### config.mk
export PLATFORM = sky130hd
export DESIGN_NAME = yutorina_bus_arbiter_flat
export DESIGN_NICKNAME = d
export VERILOG_FILES = /design/src/rtl/yutorina_bus_arbiter_if.sv /design/src/rtl/yutorina_bus_arbiter.sv /design/src/flat_wrapper.sv
export SDC_FILE = /design/constraint.sdc
export NUM_CORES = 1
export LEC_CHECK = 0
export CELL_PAD_IN_SITES_DETAIL_PLACEMENT = 1
export CELL_PAD_IN_SITES_GLOBAL_PLACEMENT = 1
export CORE_UTILIZATION = 31
export CTS_CLUSTER_SIZE = 10
export DETAILED_ROUTE_END_ITERATION = 10
export PLACE_DENSITY = 0.91
export SLEW_MARGIN = 40
export SYNTH_ARGS = -nofsm -noshare
export SYNTH_HDL_FRONTEND = slang
export SYNTH_SLANG_ARGS = --single-unit
### constraint.sdc
create_clock -name clk -period 1.7 [get_ports clk]
set_input_delay 0.34 -clock clk [delete_from_list [all_inputs] [get_ports clk]]
set_output_delay 0.34 -clock clk [all_outputs]
set_load 0.01 [all_outputs]
### src/rtl/yutorina_bus_arbiter_if.sv
// Bundle between the arbiter, its two requesters and the shared
// memory port; master = core/memory side, slave = arbiter side.
interface yutorina_bus_arbiter_if #(
   parameter int ADDR_W = 30,
   parameter int DATA_W = 32
);
   logic              flush;
   logic              if_req;
   logic [ADDR_W-1:0] if_addr;
   logic [DATA_W-1:0] if_rdata;
   logic              if_busy;
   logic              mem_req;
   logic              mem_rw;
   logic [ADDR_W-1:0] mem_addr;
   logic [DATA_W-1:0] mem_wdata;
   logic [DATA_W-1:0] mem_rdata;
   logic              mem_busy;
   logic              bus_req;
   logic              bus_rw;
   logic [ADDR_W-1:0] bus_addr;
   logic [DATA_W-1:0] bus_wdata;
   logic [DATA_W-1:0] bus_rdata;
   logic              bus_ack;
   logic              bus_err;

   modport master (
      output flush, if_req, if_addr,
      output mem_req, mem_rw, mem_addr, mem_wdata,
      output bus_rdata, bus_ack,
      input  if_rdata, if_busy, mem_rdata, mem_busy,
      input  bus_req, bus_rw, bus_addr, bus_wdata, bus_err
   );

   modport slave (
      input  flush, if_req, if_addr,
      input  mem_req, mem_rw, mem_addr, mem_wdata,
      input  bus_rdata, bus_ack,
      output if_rdata, if_busy, mem_rdata, mem_busy,
      output bus_req, bus_rw, bus_addr, bus_wdata, bus_err
   );
endinterface

### src/rtl/yutorina_bus_arbiter.sv
// Fetch/data arbiter for one shared memory port: alternating
// grants, latched request, bounded wait with timeout pulse.
module yutorina_bus_arbiter #(
   parameter int ADDR_W  = 30,
   parameter int DATA_W  = 32,
   parameter int TIMEOUT = 255
) (
   input logic                   clk,
   input logic                   rst,
   yutorina_bus_arbiter_if.slave arb
);

   typedef enum logic [2:0] {
      IDLE,
      IF_XFER,
      MEM_XFER,
      IF_DONE,
      MEM_DONE
   } state_t;

   localparam logic [7:0] LAST_WAIT = 8'(TIMEOUT - 1);

   state_t            state;
   state_t            state_nx;
   logic              last_mem;
   logic [7:0]        cnt;
   logic [ADDR_W-1:0] addr_q;
   logic              rw_q;
   logic [DATA_W-1:0] wdata_q;
   logic [DATA_W-1:0] if_rdata_q;
   logic [DATA_W-1:0] mem_rdata_q;
   logic              err_q;

   logic xfer;
   logic if_ok;
   logic expire;
   logic finish;
   logic grant_if;
   logic grant_mem;

   assign xfer   = (state == IF_XFER) || (state == MEM_XFER);
   assign if_ok  = arb.if_req && !arb.flush;
   // ack on the final allowed cycle wins over the timeout
   assign expire = xfer && !arb.bus_ack && (cnt == LAST_WAIT);
   assign finish = xfer && (arb.bus_ack || expire);

   always_comb begin
      state_nx  = state;
      grant_if  = 1'b0;
      grant_mem = 1'b0;
      unique case (state)
         IDLE: begin
            if (arb.mem_req && !(last_mem && if_ok)) begin
               state_nx  = MEM_XFER;
               grant_mem = 1'b1;
            end else if (if_ok) begin
               state_nx = IF_XFER;
               grant_if = 1'b1;
            end
         end
         IF_XFER:  if (finish) state_nx = IF_DONE;
         MEM_XFER: if (finish) state_nx = MEM_DONE;
         IF_DONE:  state_nx = IDLE;
         MEM_DONE: state_nx = IDLE;
         default:  state_nx = IDLE;
      endcase
   end

   always_ff @(posedge clk) begin
      if (rst) begin
         state       <= IDLE;
         last_mem    <= 1'b0;
         cnt         <= '0;
         addr_q      <= '0;
         rw_q        <= 1'b0;
         wdata_q     <= '0;
         if_rdata_q  <= '0;
         mem_rdata_q <= '0;
         err_q       <= 1'b0;
      end else begin
         state <= state_nx;
         err_q <= expire;
         if (grant_mem) begin
            last_mem <= 1'b1;
            addr_q   <= arb.mem_addr;
            rw_q     <= arb.mem_rw;
            wdata_q  <= arb.mem_wdata;
         end else if (grant_if) begin
            last_mem <= 1'b0;
            addr_q   <= arb.if_addr;
            rw_q     <= 1'b0;
            wdata_q  <= '0;
         end
         if (grant_if || grant_mem) begin
            cnt <= '0;
         end else if (xfer && !arb.bus_ack) begin
            cnt <= cnt + 8'd1;
         end
         if (finish && state == IF_XFER) begin
            if_rdata_q <= expire ? '0 : arb.bus_rdata;
         end
         // stores never disturb the load data register
         if (finish && state == MEM_XFER && !rw_q) begin
            mem_rdata_q <= expire ? '0 : arb.bus_rdata;
         end
      end
   end

   assign arb.bus_req   = xfer && !rst;
   assign arb.bus_err   = err_q && !rst;
   assign arb.bus_rw    = rw_q;
   assign arb.bus_addr  = addr_q;
   assign arb.bus_wdata = wdata_q;
   assign arb.if_rdata  = if_rdata_q;
   assign arb.mem_rdata = mem_rdata_q;
   assign arb.if_busy   = arb.if_req && (state != IF_DONE);
   assign arb.mem_busy  = arb.mem_req && (state != MEM_DONE);

endmodule

### src/flat_wrapper.sv
// flat-port wrapper written by rule: the top's interface ports become plain ports
module yutorina_bus_arbiter_flat 
#(
   parameter int ADDR_W  = 30,
   parameter int DATA_W  = 32,
   parameter int TIMEOUT = 255
)
  (clk, rst, arb_flush, arb_if_req, arb_if_addr, arb_mem_req, arb_mem_rw, arb_mem_addr, arb_mem_wdata, arb_bus_rdata, arb_bus_ack, arb_if_rdata, arb_if_busy, arb_mem_rdata, arb_mem_busy, arb_bus_req, arb_bus_rw, arb_bus_addr, arb_bus_wdata, arb_bus_err);
  yutorina_bus_arbiter_if #(.ADDR_W(ADDR_W), .DATA_W(DATA_W)) arb_i ();
  input logic clk;
  input logic rst;
  input wire logic [$bits(arb_i.flush)-1:0] arb_flush;
  input wire logic [$bits(arb_i.if_req)-1:0] arb_if_req;
  input wire logic [$bits(arb_i.if_addr)-1:0] arb_if_addr;
  input wire logic [$bits(arb_i.mem_req)-1:0] arb_mem_req;
  input wire logic [$bits(arb_i.mem_rw)-1:0] arb_mem_rw;
  input wire logic [$bits(arb_i.mem_addr)-1:0] arb_mem_addr;
  input wire logic [$bits(arb_i.mem_wdata)-1:0] arb_mem_wdata;
  input wire logic [$bits(arb_i.bus_rdata)-1:0] arb_bus_rdata;
  input wire logic [$bits(arb_i.bus_ack)-1:0] arb_bus_ack;
  output wire logic [$bits(arb_i.if_rdata)-1:0] arb_if_rdata;
  output wire logic [$bits(arb_i.if_busy)-1:0] arb_if_busy;
  output wire logic [$bits(arb_i.mem_rdata)-1:0] arb_mem_rdata;
  output wire logic [$bits(arb_i.mem_busy)-1:0] arb_mem_busy;
  output wire logic [$bits(arb_i.bus_req)-1:0] arb_bus_req;
  output wire logic [$bits(arb_i.bus_rw)-1:0] arb_bus_rw;
  output wire logic [$bits(arb_i.bus_addr)-1:0] arb_bus_addr;
  output wire logic [$bits(arb_i.bus_wdata)-1:0] arb_bus_wdata;
  output wire logic [$bits(arb_i.bus_err)-1:0] arb_bus_err;
  assign arb_i.flush = arb_flush;
  assign arb_i.if_req = arb_if_req;
  assign arb_i.if_addr = arb_if_addr;
  assign arb_i.mem_req = arb_mem_req;
  assign arb_i.mem_rw = arb_mem_rw;
  assign arb_i.mem_addr = arb_mem_addr;
  assign arb_i.mem_wdata = arb_mem_wdata;
  assign arb_i.bus_rdata = arb_bus_rdata;
  assign arb_i.bus_ack = arb_bus_ack;
  assign arb_if_rdata = arb_i.if_rdata;
  assign arb_if_busy = arb_i.if_busy;
  assign arb_mem_rdata = arb_i.mem_rdata;
  assign arb_mem_busy = arb_i.mem_busy;
  assign arb_bus_req = arb_i.bus_req;
  assign arb_bus_rw = arb_i.bus_rw;
  assign arb_bus_addr = arb_i.bus_addr;
  assign arb_bus_wdata = arb_i.bus_wdata;
  assign arb_bus_err = arb_i.bus_err;
  yutorina_bus_arbiter #(.ADDR_W(ADDR_W), .DATA_W(DATA_W), .TIMEOUT(TIMEOUT)) u_core (.clk(clk), .rst(rst), .arb(arb_i));
endmodule
======== After elaboration in Yosys (flattened, before gate mapping) ========
Cells that the tools add are included.
storage, ports and cells
  register bits ........................... 140
  input bits .............................. 131
  output and inout port bits .............. 131
  word-level logic and storage cells ...... 61
cells by class
  add/sub/neg operators ................... 1
  equality and inequality tests ........... 8
  multiplexer cells ....................... 18
  reduce and logical (&&, ||, !) cells .... 25
operators with widths
  cell                                                              number
  32-bit 2-to-1 mux                                                 3
  30-bit 2-to-1 mux                                                 2
  1-bit logical AND                                                 13
  3-bit 2-to-1 mux                                                  4
  3-bit case mux with 3 select lines                                1
  8-bit by 1-bit adder with 8-bit output (second input constant)    1
  8-bit == test (second input constant)                             1
  1-bit 2-to-1 mux                                                  8
  1-bit zero test                                                   5
  2-bit by 1-bit != test with 1-bit output (second input constant)  2
  3-bit by 1-bit == test with 1-bit output (second input constant)  1
  3-bit by 2-bit == test with 1-bit output (second input constant)  1
  3-bit zero test                                                   1
  1-bit logical OR                                                  3
  3-bit by 1-bit != test with 1-bit output (second input constant)  1
  3-bit by 2-bit != test with 1-bit output (second input constant)  1
  3-bit != test (second input constant)                             1
  3-bit AND reduction                                               1
  2-bit nonzero test                                                1
  2-bit OR reduction                                                1

======== Longest topological paths before layout ========
  word-level depth ........................ 9
  mapped depth ............................ 7
  gate-level depth less buffers ........... 5

======== Worst setup path before layout ========
No wires, ideal clock.
  path type ............................... register to register
  start ................................... register u_core.state[0]
  end ..................................... register u_core.wdata_q[10], in the netlist u_core.arb.bus_wdata[10]
  setup time .............................. 0.117 ns
  arrival ................................. 1.378 ns
  data required time ...................... 1.583 ns
  path slack .............................. 0.205 ns
  stages on the path, launching flop included .. 8
  path buffers ............................ 3
  period minus slack after synthesis ...... 1.495 ns
  path through ............................ dfxtp_1 -> buf_4 -> nor3_2 -> o21ai_1 -> and2_1 -> buf_2 -> buf_2 -> a22o_1
on the way
  cells in the longest elaborated chain, start to end .. 3
  elaborated cells on any way between the ends .. 5
  classes of those cells .................. mux: 3; reduce/logical: 2
ends and longest elaborated chain
  element                                                  RTL line                    RTL
  from (decl)                                              yutorina_bus_arbiter.sv:23  state_t state;
  from (signal assigned)                                   yutorina_bus_arbiter.sv:81  state <= state_nx;
  3-bit zero test (*)                                      yutorina_bus_arbiter.sv:51  unique case (state)
  1-bit 2-to-1 mux                                         yutorina_bus_arbiter.sv:51
  32-bit 2-to-1 mux or 2-bit nonzero test (tied branches)  -
  to (signal assigned)                                     yutorina_bus_arbiter.sv:87  wdata_q <= arb.mem_wdata;
  to (decl)                                                yutorina_bus_arbiter.sv:29  logic [DATA_W-1:0] wdata_q;
Mark *: on every way between the ends. The rest lies on a longest branch, timed or not.
A chain may end at the register's enable or synchronous reset.

======== Final worst setup path ========
  start ................................... register u_core.state[0]
  end ..................................... output port arb_bus_req
on the way
  cells in the longest elaborated chain, start to end .. 3
  elaborated cells on any way between the ends .. 4
  classes of those cells .................. eq/ne: 2; reduce/logical: 2
ends and longest elaborated chain
  element                                                                                               RTL line                     RTL
  3-bit by 1-bit == test with 1-bit output or 3-bit by 2-bit == test with 1-bit output (tied branches)  yutorina_bus_arbiter.sv:41   assign xfer = (state == IF_XFER) || (state == MEM_XFER);
  1-bit logical OR (*)                                                                                  yutorina_bus_arbiter.sv:41
  1-bit logical AND (*)                                                                                 yutorina_bus_arbiter.sv:109  assign arb.bus_req = xfer && !rst;
  to (decl)                                                                                             flat_wrapper.sv:25           output wire logic [$bits(arb_i.bus_req)-1:0] arb_bus_req;
Marked as above.

==> impl_metrics.tcl <==
set metrics [dict create \
    fillers 1809 \
    die_x_um 137 \
    ys_ff_latch 140 \
    dpl.hpwl_um 14500 \
    outcome "finished, final reports clean" \
    yosysSeqAreaShare_pct 49.8 \
    postPlaceCellArea_um2 8830 \
    r2r_cells 6 \
    initial_core_util_pct 32.1 \
    antenna_found_initial 1 \
    arrival_ps 1330 \
    setup_ws_ps 30.6 \
    max_freq_mhz 599 \
    worst_pin_slew_ps 301 \
    clock_latency_ps 420 \
    critPathRequiredTime_ps 1360 \
    drt_iter0_markers 145 \
    place.port_buffers 261 \
    cts.clk_slew.worst_paths_ps 60 \
    root_buffer "clkbuf_16" \
    synth_cells 505 \
    tns_ps 0 \
    cts_tree "done" \
    path_buf_inv 1 \
    grt_pass1_wl_um 29500 \
    drive_above_1_share_pct 16.0 \
    maxCapViolCount 0 \
    rsz0062_at_grt "true" \
    clock_path_buffers 2 \
    synth_area_um2 5630 \
    synth_ff_type "dfxtp_1" \
    path_max_fanout 2 \
    critPathKind "reg -> out" \
    ys_top_cells_by_count "140 x dfxtp_1, 94 x mux2i_1, 66 x nand2_1, 33 x a22o_1, 30 x o2bb2ai_1" \
    dieHeight_um 137 \
    synth.area.top_cells "dfxtp_1 50%, mux2i_1 17%, o211ai_2 6.2%, a22o_1 5.1%, o2bb2ai_1 4.7%" \
    max-vdd-ir-drop_uv 667 \
    fin_skew_ps 10.4 \
    drt-total-wl_um 19700 \
    end_kind "primary output" \
    synth_edf_count 0 \
    overflow 0 \
    htreeDepth 4 \
    powerDensity_nw_per_um2 966 \
    grt_usage_pct 20.9 \
    cts.sinks 140 \
    cpLargestDelayFamily "flip-flops" \
    relSlewSlack_pct 79.9 \
    grt_pass1_vias 5424 \
    post-route-period-util_pct 98.2 \
    syn_nets 638 \
    final_nets 925 \
    finalInstanceArea_um2 9550 \
    remaining_drc_errors 0 \
    area_growth_pct 69.5 \
    p_leak_uw 0.00446 \
    post-route-min-period_ps 1670 \
    fp.coreArea_um2 17500 \
    min_path_type "in -> reg" \
    hold_viol 0 \
    yosys.area.top_type "dfxtp_1" \
    syn-mean-instance-area_um2 11.2 \
    drv_slew 0 \
    worstSetupStartpointType "register" \
    crit_chain "xor2_2 -> nor3b_4 -> buf_6" \
    drtPass1Iterations 4 \
    cp.depth 3 \
    placementRows 48 \
    ys_types 39 \
    avgRoutedWirePerCell_um 19.1 \
    cp_slowest_cell "dfxtp_4" \
    yosysMostFrequentCell "dfxtp_1" \
    cts_buffers 17 \
    setup_viol 0 \
    holdPathStages 3 \
    cpPeakStageDelay_ps 360 \
    ant_nets 0 \
    routed-via-count 5096 \
    holdWs_ps 446 \
    dp_worst_setup_slack_ps -366 \
    die_area_um2 18700 \
    async_flop_share_pct 0 \
    ios 262 \
    grt_max_degree 36 \
    synth_top_area_share_pct 49.8 \
    gp_congestion 0.738 \
    viasPerCell 4.94 \
    ys_warn_count 0 \
]
==> layout make-up <==
class | count | area [µm²] | share of cell area (%)
diodes | 1 | 2.50 | 0.0262
clock buffers | 18 | 429 | 4.50
clock inverters | 14 | 168 | 1.76
inverters | 4 | 16.3 | 0.170
multi-input cells | 319 | 2610 | 27.3
flip-flops and latches | 140 | 2810 | 29.5
well taps | 225 | 282 | 2.95
repair buffers | 310 | 3230 | 33.8
==> final timing paths <==
kind                                   startpoint                                   end  slack (ps)
max                  u_core.state[0]$_SDFFE_PP0P_                           arb_bus_req          30
min                                           rst          u_core.state[0]$_SDFFE_PP0P_         450
max reg2reg            u_core.cnt[0]$_SDFFE_PP0P_   u_core.arb.if_rdata[4]$_SDFFE_PP0P_          30
min reg2reg  u_core.arb.bus_addr[23]$_SDFFE_PP0P_  u_core.arb.bus_addr[23]$_SDFFE_PP0P_         460
==> worst min-delay path, delay by kind of cell <==
family                 cells  cell delay, ps
buffers and inverters      2             440
AOI/OAI and AO/OA          1              40
==> flip-flops by register name, summed over array words and instances, names as in the netlist <==
register,flops
u_core.cnt,8
u_core.arb.bus_addr,30
u_core.arb.bus_wdata,32
u_core.arb.mem_rdata,32
u_core.state,3
u_core.last_mem,1
u_core.arb.if_rdata,32
u_core.arb.bus_rw,1
u_core.err_q,1
==> placed cells by master, fill, tap and decap left out, types with 5 or more instances in the layout <==
cell | Yosys | final
dfxtp_1 | 140 | 136
mux2i_1 | 94 | 94
xor2_1 | 5 | 5
a22o_1 | 33 | 33
nand4_1 | 5 | 5
clkdlybuf4s50_1 | 0 | 227
o2bb2ai_1 | 30 | 30
dlygate4sd2_1 | 0 | 8
dlymetal6s2s_1 | 0 | 22
clkinv_2 | 0 | 5
nand2_1 | 66 | 66
o211ai_1 | 6 | 6
buf_4 | 4 | 31
o211ai_2 | 28 | 28
clkbuf_16 | 0 | 17
nor2_1 | 11 | 10
buf_12 | 0 | 16
==> cells by family (layout without fill, tap and decap cells) <==
group	count (synthesis)	after routing	share of synthesized area, %
compound gates	110	110	18.4
xor+xnor	7	7	1.22
fa+ha+maj	2	2	0.444
buf+inv	46	346	4.55
flops	140	140	49.8
mux	94	94	16.7
other cells	0	1	0
simple gates	106	106	8.93
==> repair_timing <==
action                     in CTS  in global routing
setup endpoints to repair      12                 41
hold buffers                    0                  0
buffers inserted                3                  1
pin swaps                       0                  3
resized for setup              35                 27
==> stage by stage <==
stage	utilization, %	power (µW)	cells
CTS	54.0	9340	1029
global route	54.4	9610	1031
finish	54.4	9220	1031
global placement	50.3	5430	994
floorplan	-	4410	505
detailed placement	50.3	5490	994
==> metal layers <==
| metal | global-route usage (%) | share of wire (%) | up-vias |
|---|---|---|---|
| met4 | 9.52 | 3.1 | 0 |
| li1 | - | - | 2419 |
| met5 | 0 | 0 | - |
| met3 | 3.93 | 3.6 | 39 |
| met1 | 23.4 | 39 | 2501 |
| met2 | 38.1 | 54 | 137 |
==> power by group <==
group          switching (µW)  total, µW  internal, µW
registers                 130       3630          3500
logic                     771       1800          1030
clock network            1480       3790          2310
No activity file was read; power rests on OpenSTA's default activity.
